## src/rtl/count_seq_ctrl_if.sv

```systemverilog
// Command and status bundle for count_seq_ctrl.
// master: the block issuing commands; slave: the sequencer itself.
interface count_seq_ctrl_if #(
    parameter int WIDTH  = 4,
    parameter int REPS_W = 4
);
    logic              cmd_valid;
    logic              cmd_ready;
    logic [WIDTH-1:0]  cmd_limit;
    logic [REPS_W-1:0] cmd_reps;
    logic              cmd_periodic;
    logic              hold;
    logic              abort;
    logic [WIDTH-1:0]  count;
    logic [REPS_W-1:0] rep_cnt;
    logic              tick;
    logic              done;
    logic              busy;

    modport master (
        output cmd_valid, cmd_limit, cmd_reps, cmd_periodic, hold, abort,
        input  cmd_ready, count, rep_cnt, tick, done, busy
    );

    modport slave (
        input  cmd_valid, cmd_limit, cmd_reps, cmd_periodic, hold, abort,
        output cmd_ready, count, rep_cnt, tick, done, busy
    );
endinterface

```

## src/rtl/count_seq_ctrl.sv

```systemverilog
// Command-driven sequencer around a WIDTH-bit period counter.
// Accepts (limit, reps, periodic), then runs limit+1-cycle periods,
// pulsing tick at every wrap and done at the end of a one-shot sequence.
module count_seq_ctrl #(
    parameter int WIDTH  = 4,
    parameter int REPS_W = 4
) (
    input  logic             clk,
    input  logic             reset,
    count_seq_ctrl_if.slave  bus
);
    localparam logic [1:0] S_IDLE = 2'd0;
    localparam logic [1:0] S_RUN  = 2'd1;
    localparam logic [1:0] S_DONE = 2'd2;

    logic [1:0]        state;
    logic [WIDTH-1:0]  limit_q;
    logic [REPS_W-1:0] reps_q;
    logic              periodic_q;
    logic [WIDTH-1:0]  count_q;
    logic [REPS_W-1:0] rep_q;
    logic [REPS_W-1:0] rep_inc;
    logic              tick_q;
    logic              done_q;
    logic              busy_q;

    // Completed-period count after the wrap being taken; wraps naturally.
    assign rep_inc = rep_q + REPS_W'(1);

    // Only IDLE takes commands; decoded straight from the state register.
    assign bus.cmd_ready = (state == S_IDLE);
    assign bus.count     = count_q;
    assign bus.rep_cnt   = rep_q;
    assign bus.tick      = tick_q;
    assign bus.done      = done_q;
    assign bus.busy      = busy_q;

    // Sequencer state, command latch, period counter and pulse outputs.
    always_ff @(posedge clk) begin
        if (!reset) begin
            state      <= S_IDLE;
            limit_q    <= '0;
            reps_q     <= REPS_W'(1);
            periodic_q <= 1'b0;
            count_q    <= '0;
            rep_q      <= '0;
            tick_q     <= 1'b0;
            done_q     <= 1'b0;
            busy_q     <= 1'b0;
        end else begin
            // NOTE: non-blocking throughout, so every branch below reads the
            // pre-edge values; these defaults make tick/done single-cycle pulses.
            tick_q <= 1'b0;
            done_q <= 1'b0;
            case (state)
                S_IDLE: begin
                    if (bus.cmd_valid) begin
                        limit_q    <= bus.cmd_limit;
                        reps_q     <= (bus.cmd_reps == '0) ? REPS_W'(1) : bus.cmd_reps;
                        periodic_q <= bus.cmd_periodic;
                        count_q    <= '0;
                        rep_q      <= '0;
                        busy_q     <= 1'b1;
                        if (bus.cmd_limit == '0 && !bus.cmd_periodic) begin
                            // Zero-length one-shot: finish at once, no tick.
                            state  <= S_DONE;
                            done_q <= 1'b1;
                        end else begin
                            state <= S_RUN;
                        end
                    end
                end
                S_RUN: begin
                    if (bus.abort) begin
                        state   <= S_IDLE;
                        count_q <= '0;
                        rep_q   <= '0;
                        busy_q  <= 1'b0;
                    end else if (bus.hold) begin
                        // Frozen: state, count and rep_cnt keep their values.
                    end else if (count_q != limit_q) begin
                        count_q <= count_q + WIDTH'(1);
                    end else begin
                        count_q <= '0;
                        rep_q   <= rep_inc;
                        tick_q  <= 1'b1;
                        if (!periodic_q && rep_inc == reps_q) begin
                            state  <= S_DONE;
                            done_q <= 1'b1;
                        end
                    end
                end
                S_DONE: begin
                    state  <= S_IDLE;
                    busy_q <= 1'b0;
                end
                default: begin
                    state  <= S_IDLE;
                    busy_q <= 1'b0;
                end
            endcase
        end
    end
endmodule

```

## src/flat_wrapper.sv

```systemverilog
// flat-port wrapper written by rule: the top's interface ports become plain ports
module count_seq_ctrl_flat 
#(
    parameter int WIDTH  = 4,
    parameter int REPS_W = 4
)
  (clk, reset, bus_cmd_valid, bus_cmd_limit, bus_cmd_reps, bus_cmd_periodic, bus_hold, bus_abort, bus_cmd_ready, bus_count, bus_rep_cnt, bus_tick, bus_done, bus_busy);
  count_seq_ctrl_if #(.WIDTH(WIDTH), .REPS_W(REPS_W)) bus_i ();
  input  logic clk;
  input  logic reset;
  input wire logic [$bits(bus_i.cmd_valid)-1:0] bus_cmd_valid;
  input wire logic [$bits(bus_i.cmd_limit)-1:0] bus_cmd_limit;
  input wire logic [$bits(bus_i.cmd_reps)-1:0] bus_cmd_reps;
  input wire logic [$bits(bus_i.cmd_periodic)-1:0] bus_cmd_periodic;
  input wire logic [$bits(bus_i.hold)-1:0] bus_hold;
  input wire logic [$bits(bus_i.abort)-1:0] bus_abort;
  output wire logic [$bits(bus_i.cmd_ready)-1:0] bus_cmd_ready;
  output wire logic [$bits(bus_i.count)-1:0] bus_count;
  output wire logic [$bits(bus_i.rep_cnt)-1:0] bus_rep_cnt;
  output wire logic [$bits(bus_i.tick)-1:0] bus_tick;
  output wire logic [$bits(bus_i.done)-1:0] bus_done;
  output wire logic [$bits(bus_i.busy)-1:0] bus_busy;
  assign bus_i.cmd_valid = bus_cmd_valid;
  assign bus_i.cmd_limit = bus_cmd_limit;
  assign bus_i.cmd_reps = bus_cmd_reps;
  assign bus_i.cmd_periodic = bus_cmd_periodic;
  assign bus_i.hold = bus_hold;
  assign bus_i.abort = bus_abort;
  assign bus_cmd_ready = bus_i.cmd_ready;
  assign bus_count = bus_i.count;
  assign bus_rep_cnt = bus_i.rep_cnt;
  assign bus_tick = bus_i.tick;
  assign bus_done = bus_i.done;
  assign bus_busy = bus_i.busy;
  count_seq_ctrl #(.WIDTH(WIDTH), .REPS_W(REPS_W)) u_core (.clk(clk), .reset(reset), .bus(bus_i));
endmodule
```

## config.mk

```make
export PLATFORM = sky130hd
export DESIGN_NAME = count_seq_ctrl_flat
export DESIGN_NICKNAME = d
export VERILOG_FILES = /design/src/rtl/count_seq_ctrl_if.sv /design/src/rtl/count_seq_ctrl.sv /design/src/flat_wrapper.sv
export SDC_FILE = /design/constraint.sdc
export NUM_CORES = 1
export LEC_CHECK = 0
export ABC_AREA = 1
export CAP_MARGIN = 10
export CORE_MARGIN = 2
export CORE_UTILIZATION = 50
export CTS_CLUSTER_DIAMETER = 60
export DETAILED_ROUTE_END_ITERATION = 6
export PLACE_DENSITY = 0.87
export SETUP_SLACK_MARGIN = 0.4
export SLEW_MARGIN = 10
export SYNTH_ARGS = -nofsm -noshare
export SYNTH_HDL_FRONTEND = slang
export SYNTH_SLANG_ARGS = --single-unit
export TNS_END_PERCENT = 30
```

## constraint.sdc

```tcl
create_clock -name clk -period 2.7 [get_ports clk]
set_input_delay 0.81 -clock clk [delete_from_list [all_inputs] [get_ports clk]]
set_output_delay 0.81 -clock clk [all_outputs]
set_load 0.05 [all_outputs]
```

==> reports/results.tsv, run 1 <==
metric	value	unit
crit_buf_inv	1	
cp.arrival	1630	ps
ys_seq_elements	22	
viasPerCell	4.962	
fin_util	0.6379	
clkPwrFrac	0.172	
ys.flop_type	dfxtp_1	
std_cell_rows	18	
coreArea	2432	sq um
holdBufCountCts	0	
yosysWarnings	0	
grt_max_degree	17	
overflow	0	
swShare	0.3912	
grt_pass1_vias	1009	
combPwrFrac	0.383	
final_area	1551	sq um
setup_viol	0	
synth_edf_count	0	
initial_core_util	0.5144	
slowest_delay	850	ps
whs	475.3	ps
crit_chain	clkdlybuf4s50_1	
final.period_utilization	0.9023	
drt-initial-drc-count	20	
worstMarginPinSlew	505.7	ps
htreeDepth	1	
area_delta_synth_final	24.00	%
hp-class	flip-flop to flip-flop	
clock-sinks	22	
clkTransAtPathRegs	120	ps
ant_nets	0	
syn_inst	182	
yosysUniqueCellTypes	28	
yosysMostFrequentCell	nand2_1	
skew	5.879	ps
switchingPower	0.0003388	W
drv_slew	0	
syn_area	1251	sq um
critPathMaxFanout	6	
synth_common_cells	46 x nand2_1, 23 x inv_1, 22 x dfxtp_1	
seq_area_frac_synth	0.3520	
die_h	54.03	microns
fin_crit	2436	ps
cts_buffer_depth	2	
insertedDiodeCount	0	
pwr_density_cell	558.2	nW/um^2
drt_pass1_iterations	4	
relSlewSlack	0.6623	
rsz0062_at_grt	true	
peakVddDrop	0.3561	mV
slowest_stage	clkdlybuf4s50_1	
postSynth.asyncResetShare	0	
critPathLaunchType	flip-flop	
die_w	54.03	microns
synth_largest_area_cell	dfxtp_1	
path_class	flip-flop to primary output	
p_total	0.0008660	W
io_buffers	25	
antenna_found_initial	0	
cts_buffers	3	
gp_congestion	0.7726	
routedWlPerCell	10.75	microns
power.internal	0.0005272	W
drive_gt1_frac	0.1490	
setup-tns-final	0	ps
cap_violations	0	
synth_fp_nets	198	
worst_skew_pair.late_latency	310	ps
seqPwrFrac	0.445	
synth_area_leaders	dfxtp_1 35%, nand2_1 14%, inv_1 6.9%	
leakage	0.7593	nW
avgSynthCellArea	6.875	sq um
die-area	2919	sq um
io_pins	26	
dr_total_vias	1181	
grt_pass1_wl	4064	microns
yosys.area.top_type_share	0.3520	
cts_root_buf	clkbuf_4	
cts_tree	built	
drc_errors	0	
placed_cell_area	1526	sq um
wirelength	2558	microns
layout.nets	226	
final_hold_viol_count	0	
status	completed	
cp_top_family	buffers and inverters	
grt_usage	0.1962	
crit_required	1890	ps
crit_path_end_kind	primary output	
hpwl	1999	microns
fmax	410.5	MHz
[metrics by stage]
step                      cells  worst slack, ps
after floorplan             182            952.3
after global placement      235            524.5
after detailed placement    235            495.9
after CTS                   238            246.5
after global routing        238            213.6
final                       238            263.9
[layout make-up]
class,instances,area [sq um]
fillers,224,880.8
clock buffers,3,22.52
repair buffers,26,260.3
multi-input cells,126,669.4
inverters,31,121.4
well taps,30,37.54
flip-flops and latches,22,440.4
[path summary, 6_finish.rpt]
| path | cells after the start | to | slack [ps] | startpoint |
|---|---|---|---|---|
| max reg2reg | 9 | u_core.state[0] | 1150 | u_core.bus.rep_cnt[1] |
| min | 2 | u_core.bus.busy | 480 | u_core.bus.busy |
| min reg2reg | 2 | u_core.bus.busy | 480 | u_core.bus.busy |
| max | 1 | bus_rep_cnt[1] | 260 | u_core.bus.rep_cnt[1] |
[tightest hold or removal path, delay by kind of cell (launching register included)]
| family | cells | cell delay (ps) |
|---|---|---|
| AO/OA/AOI/OAI | 1 | 40 |
| AND/OR/NAND/NOR | 1 | 70 |
| flip-flops | 1 | 330 |
[registers in the layout, summed over array words and instances (netlist names)]
register / flops
u_core.bus.busy: 1
u_core.bus.count: 4
u_core.bus.done: 1
u_core.bus.rep_cnt: 4
u_core.bus.tick: 1
u_core.limit_q: 4
u_core.periodic_q: 1
u_core.reps_q: 4
u_core.state: 2
[power by group through the flow]
stage	registers (W)	logic [W]	clock network, W
detailed placement	0.000393	0.000334	0
global placement	0.000392	0.000328	0
floorplan	0.000420	0.000222	0
global route	0.000389	0.000367	0.000163
finish	0.000386	0.000332	0.000149
CTS	0.000386	0.000333	0.000153
[logic make-up after synthesis]
kind of cell	synth area share
XOR/XNOR	0.007001
AO/OA/AOI/OAI	0.1130
adder cells (fa/ha/maj)	0.02000
flip-flops	0.3520
buffers and inverters	0.1130
AND/OR/NAND/NOR	0.3950
[metal layers]
layer  part of all wire  up-vias  track usage
met5                  0        -            0
met4              0.030        0       0.1292
met3              0.036        6      0.02500
met2               0.45       28       0.3272
met1               0.48      513       0.2341
li1                   -      634            -
[timing repair]
action	in CTS	in global routing
endpoints found under the setup margin	9	9
resized for setup	2	2
setup buffers	0	0
[cell usage in the layout (no fill, tap or decap), drive strengths merged]
cell type / instances
clkbuf: 3
or2: 1
buf: 1
dfxtp: 22
o211ai: 1
dlygate4sd2: 2
inv: 31
ha: 2
nor2: 17
o21ai: 11
nand4: 6
clkdlybuf4s50: 21
a21oi: 14
xor2: 1
nand3: 17
nand2: 54
dlymetal6s2s: 2
nor3: 2
(Power assumes the default switching activity.)
==> inputs of run 2 (changes only) <==
--- a/config.mk
+++ b/config.mk
@@ -13,7 +13,7 @@
 export DETAILED_ROUTE_END_ITERATION = 6
 export PLACE_DENSITY = 0.87
 export SETUP_SLACK_MARGIN = 0.4
-export SLEW_MARGIN = 10
+export SLEW_MARGIN = 20
 export SYNTH_ARGS = -nofsm -noshare
 export SYNTH_HDL_FRONTEND = slang
 export SYNTH_SLANG_ARGS = --single-unit
==> results of run 2 <==
Final layout, timing and power as in run 1 (identical DEF).
==> inputs of run 3 (changes only) <==
--- a/config.mk
+++ b/config.mk
@@ -6,7 +6,6 @@
 export NUM_CORES = 1
 export LEC_CHECK = 0
 export ABC_AREA = 1
-export CAP_MARGIN = 10
 export CORE_MARGIN = 2
 export CORE_UTILIZATION = 50
 export CTS_CLUSTER_DIAMETER = 60
==> results of run 3 <==
Final layout, timing and power as in run 1 (identical DEF).
==> variant 1, RTL diff (config.mk and constraints of run 3) <==
`WIDTH` is set to 4 in 3 places; all go to 3.
--- a/src/rtl/count_seq_ctrl_if.sv
+++ b/src/rtl/count_seq_ctrl_if.sv
@@ -2,5 +2,5 @@
 // master: the block issuing commands; slave: the sequencer itself.
 interface count_seq_ctrl_if #(
-    parameter int WIDTH  = 4,
+    parameter int WIDTH  = 3,
     parameter int REPS_W = 4
 );
--- a/src/rtl/count_seq_ctrl.sv
+++ b/src/rtl/count_seq_ctrl.sv
@@ -3,5 +3,5 @@
 // pulsing tick at every wrap and done at the end of a one-shot sequence.
 module count_seq_ctrl #(
-    parameter int WIDTH  = 4,
+    parameter int WIDTH  = 3,
     parameter int REPS_W = 4
 ) (
--- a/src/flat_wrapper.sv
+++ b/src/flat_wrapper.sv
@@ -2,5 +2,5 @@
 module count_seq_ctrl_flat 
 #(
-    parameter int WIDTH  = 4,
+    parameter int WIDTH  = 3,
     parameter int REPS_W = 4
 )
Interface: changed (resized bus_cmd_limit and bus_count); port bits go from 26 to 24. The function was not compared with the original's and may differ.
==> variant 1 against run 3 <==
  * Final cell count decreased by 18%
  * Routed wire length decreased by 16%
  * Total power decreased by 14%
  * Sequential cell count decreased by 2
  * Area after synthesis decreased by 19%
  * Die area decreased by 18%
  * Highest routed layer unchanged
  * Cell area decreased by 14%
  * Setup slack improved by 0.052 ns
==> variant 1: results (changes against run 3) <==
- Status: complete, no violations (unchanged)
- Die W: 49.0 µm (was 54.0 µm)
- Adder and majority gate portion of the synthesized area: 0.0247 (was 0.0200)
- Tot GR Track Use: 0.207 (was 0.196)
- Pwr dens: 560 nW/µm² (was 558 nW/µm²)
- Pin count of the biggest net entering global routing: 13 (was 17)
- CP arrival: 1.57 ns (was 1.63 ns)
- Wire per inst: 11.1 µm (was 10.7 µm)
- Setup slack after layout: 0.315 ns (was 0.264 ns)
- Crit Reg-Reg Endpoint: u_core.bus.done (was u_core.state[0])
- Synth Area in Compound Gates: 0.155 (was 0.113)
- M2 GR Usage: 0.365 (was 0.327)
- Clk_skew: 0.00907 ns (was 0.00588 ns)
- Layout net count: 183 (was 226)
- Vias per cell: 4.99 (was 4.96)
- Hpwl dp: 1700 µm (was 2000 µm)
- Detail Route met3 WL: 94 µm (was 91 µm)
- Placer congestion estimate: 0.843 (was 0.773)
- Unique masters post-synth: 24 (was 28)
- Met2 routed WL: 1070 µm (was 1160 µm)
- R2R setup slack: 1.05 ns (was 1.15 ns)
- Wirelength, routed: 2150 µm (was 2560 µm)
- Worst setup startpoint: u_core.bus.count[2] (was u_core.bus.rep_cnt[1])
- Fillers: 172 (was 224)
- Met3 Use GR: 0.0399 (was 0.0250)
- 1st-iter DRT viols: 32 (was 20)
- Placed cells: 190 (was 235)
- Worst R2R Start: u_core.bus.rep_cnt[0] (was u_core.bus.rep_cnt[1])
- Global-route wire length before repair: 3930 µm (was 4060 µm)
- Fraction of layout cells with a size suffix above 1: 0.144 (was 0.149)
- Worst Path Max Fanout: 4 (was 6)
- IO Port Bufs: 23 (was 25)
- Gate Count Post-Synth: 140 (was 182)
- Setup crit end: bus_count[2] (was bus_rep_cnt[1])
- Slew HR: 0.664 (was 0.662)
- Psw: 217 µW (was 339 µW)
- Post-synthesis sequential area ratio: 0.396 (was 0.352)
- Peak VDD IR: 371 µV (was 356 µV)
- Worst reg2reg path depth: 10 (was 9)
- Leak pwr: 0.618 nW (was 0.759 nW)
- Vias in the first global route: 926 (was 1009)
- Sequential share of power: 0.443 (was 0.445)
- Post-place setup slack: 0.477 ns (was 0.496 ns)
- Synth Net Count: 155 (was 198)
## variant 1: changes by cell type in the layout (fill, tap and decap cells not counted), moves of 2 or more
cell / delta
nand2_2: -3
clkdlybuf4s50_1: -2
dfxtp_1: -2
inv_4: -2
xnor2_1: +2
inv_1: -4
nand2_1: -23
nand4_1: -3
o21ai_2: +2
a21oi_1: -2
nand3_1: -4
## variant 1: through the flow
stage               area [µm²]  hold WS, ns
global placement          1280        0.461
floorplan                 1010        0.444
global route              1340        0.524
finish                    1340        0.493
CTS                       1330        0.498
detailed placement        1280        0.478
## variant 1: layout make-up
| cell class | instances | area, µm² | share of cell area |
|---|---|---|---|
| clock inverter | 1 | 30.0 | 0.0225 |
| timing repair buffer | 25 | 248 | 0.185 |
| clock buffer | 3 | 22.5 | 0.0169 |
| tap | 27 | 33.8 | 0.0253 |
| multi-input combinational | 94 | 512 | 0.383 |
| sequential | 20 | 400 | 0.300 |
| inverter | 24 | 90.1 | 0.0674 |
==> variant 2, RTL diff (config.mk and constraints of run 3) <==
Made on the original files. Reset style: asynchronous (`reset`), changed in one clocked block.
--- a/src/rtl/count_seq_ctrl.sv
+++ b/src/rtl/count_seq_ctrl.sv
@@ -37,5 +37,5 @@
 
     // Sequencer state, command latch, period counter and pulse outputs.
-    always_ff @(posedge clk) begin
+    always_ff @(posedge clk or negedge reset) begin
         if (!reset) begin
             state      <= S_IDLE;
Behaviour: differs if reset is asserted again (counterexample within 4 cycles, from zero or initial values and one cycle with reset low); with reset held inactive, the same outputs for 10 cycles.
==> variant 2 against run 3 <==
  * Clock power grew 24%
  * Sequential share of layout area grew 7.8 points
  * Via count shrank 5.5%
  * Critical endpoint is now bus_rep_cnt[3]
  * Sequential cell count is the same
  * Hold slack gained 0.031 ns
  * Cell area shrank 1.8%
  * Routed wire length grew 0.27%
  * Critical path type unchanged
  * Area after synthesis shrank 4.6%
  * Total power grew 53%
  * Sequential power grew 32%
  * Setup slack gained 0.072 ns
  * Global-route usage grew 2.2 points
  * Synthesized cell count shrank 12%
==> variant 2: results (changes against run 3) <==
- Status: complete, no violations (unchanged)
- Fraction of layout cells with a size suffix above 1: 0.0741 (was 0.149)
- R2R setup slack: 1.00 ns (was 1.15 ns)
- DR pass1 iterations: 4 (unchanged)
- Ant diodes: 0 (unchanged)
- Vias per cell: 5.14 (was 4.96)
- Placer congestion estimate: 0.864 (was 0.773)
- Post-synthesis mux area share: 0 (unchanged)
- M2 GR Usage: 0.390 (was 0.327)
- Peak VDD IR: 802 µV (was 356 µV)
- Crit Reg-Reg Endpoint: u_core.state[0] (unchanged)
- Post-synthesis xor/xnor area fraction: 0 (was 0.00700)
- CP delay by family, top: buffers and inverters (unchanged)
- Met2 routed WL: 1350 µm (was 1160 µm)
- Grt met1 use: 0.268 (was 0.234)
- Placed Instance Area: 1480 µm² (was 1530 µm²)
- Worst reg2reg path depth: 10 (was 9)
- Ys flop type: dfrtp_1 (was dfxtp_1)
- Wl on met1: 1080 µm (was 1230 µm)
- Synth Net Count: 176 (was 198)
- Detail Route met3 WL: 116 µm (was 91 µm)
- Int Power: 731 µW (was 527 µW)
- Hpwl dp: 1940 µm (was 2000 µm)
- CTS Buf Count: 3 (unchanged)
- Worst setup startpoint: u_core.bus.rep_cnt[3] (was u_core.bus.rep_cnt[1])
- Pin count of the biggest net entering global routing: 23 (was 17)
- Layout net count: 206 (was 226)
- Wire per inst: 11.8 µm (was 10.7 µm)
- Global-route wire length before repair: 4490 µm (was 4060 µm)
- Synth Warn #: 0 (unchanged)
- Worst R2R Start: u_core.bus.rep_cnt[0] (was u_core.bus.rep_cnt[1])
- HP Start: u_core.periodic_q (was u_core.bus.busy)
- CP arrival: 1.55 ns (was 1.63 ns)
- IO Port Bufs: 25 (unchanged)
- Asr flop ratio synth: 1.00 (was 0)
- Synth top cells by count: 50 x nand2_1, 30 x inv_1, 21 x dfrtp_1, 14 x nand3_1, 11 x o21ai_0 (was 46 x nand2_1, 23 x inv_1, 22 x dfxtp_1, 15 x nand3_1, 13 x a21oi_1)
- Tot GR Track Use: 0.218 (was 0.196)
- Slowest stage delay, CP: 0.82 ns (was 0.85 ns)
- Post-cts sizing count: 2 (unchanged)
- Met3 Use GR: 0.0169 (was 0.0250)
- H-tree Lvls: 1 (unchanged)
- Slew HR: 0.657 (was 0.662)
- Adder and majority gate portion of the synthesized area: 0.0210 (was 0.0200)
- Vias in the first global route: 1120 (was 1009)
- 1st-iter DRT viols: 29 (was 20)
- Synth top area cells: dfrtp_1 44%, nand2_1 16%, inv_1 9.4% (was dfxtp_1 35%, nand2_1 14%, inv_1 6.9%)
- Synth Area in Compound Gates: 0.112 (was 0.113)
- Unique masters post-synth: 24 (was 28)
- Post-synthesis sequential area ratio: 0.462 (was 0.352)
- Clk_skew: 0.00400 ns (was 0.00588 ns)
- Worst Path Max Fanout: 5 (was 6)
- Worst Hold End: u_core.periodic_q (was u_core.bus.busy)
- Leak pwr: 0.826 nW (was 0.759 nW)
variant 2: how the worst max path moves through the flow:
stage                                 end  slack (ns)  cells past startpoint
final                      bus_rep_cnt[3]        0.34                      1
after global routing         bus_count[0]        0.29                      1
after CTS                  bus_rep_cnt[2]        0.24                      1
after detailed placement    bus_cmd_ready        0.46                      2
after global placement      bus_cmd_ready        0.48                      2
after floorplan           u_core.state[0]        0.95                     10
variant 2: cell type report:
cell class	count	area, µm²
Fill cell	179	709
Multi-Input combinational cell	106	522
Inverter	31	116
Clock buffer	4	36.3
Sequential cell	22	552
Timing Repair Buffer	26	263
Tap cell	28	35.0
variant 2: logic make-up (layout without fill, tap and decap cells):
family | count (synthesis) | after routing
and+or+nand+nor | 81 | 81
buffers and inverters | 32 | 61
AOI/OAI and AO/OA | 23 | 23
DFF | 22 | 22
adders and majority gates | 2 | 2
variant 2: power groups by stage:
stage	Sequential, mW	Combinational, mW	Clock [mW]
final	0.509	0.630	0.185
after global placement	0.508	0.611	0
after detailed placement	0.515	0.631	0
after floorplan	0.565	0.410	0
after CTS	0.508	0.629	0.188
after global routing	0.525	0.708	0.196
variant 2: metrics by stage:
stage | util | worst slack [ns] | hold WS [ns] | power, mW | instances
global route | 0.682 | 0.285 | 0.549 | 1.43 | 217
finish | 0.682 | 0.336 | 0.506 | 1.32 | 217
CTS | 0.679 | 0.240 | 0.515 | 1.32 | 217
detailed placement | 0.664 | 0.464 | 0.486 | 1.15 | 213
floorplan | - | 0.953 | 0.454 | 0.975 | 160
global placement | 0.664 | 0.480 | 0.481 | 1.12 | 213
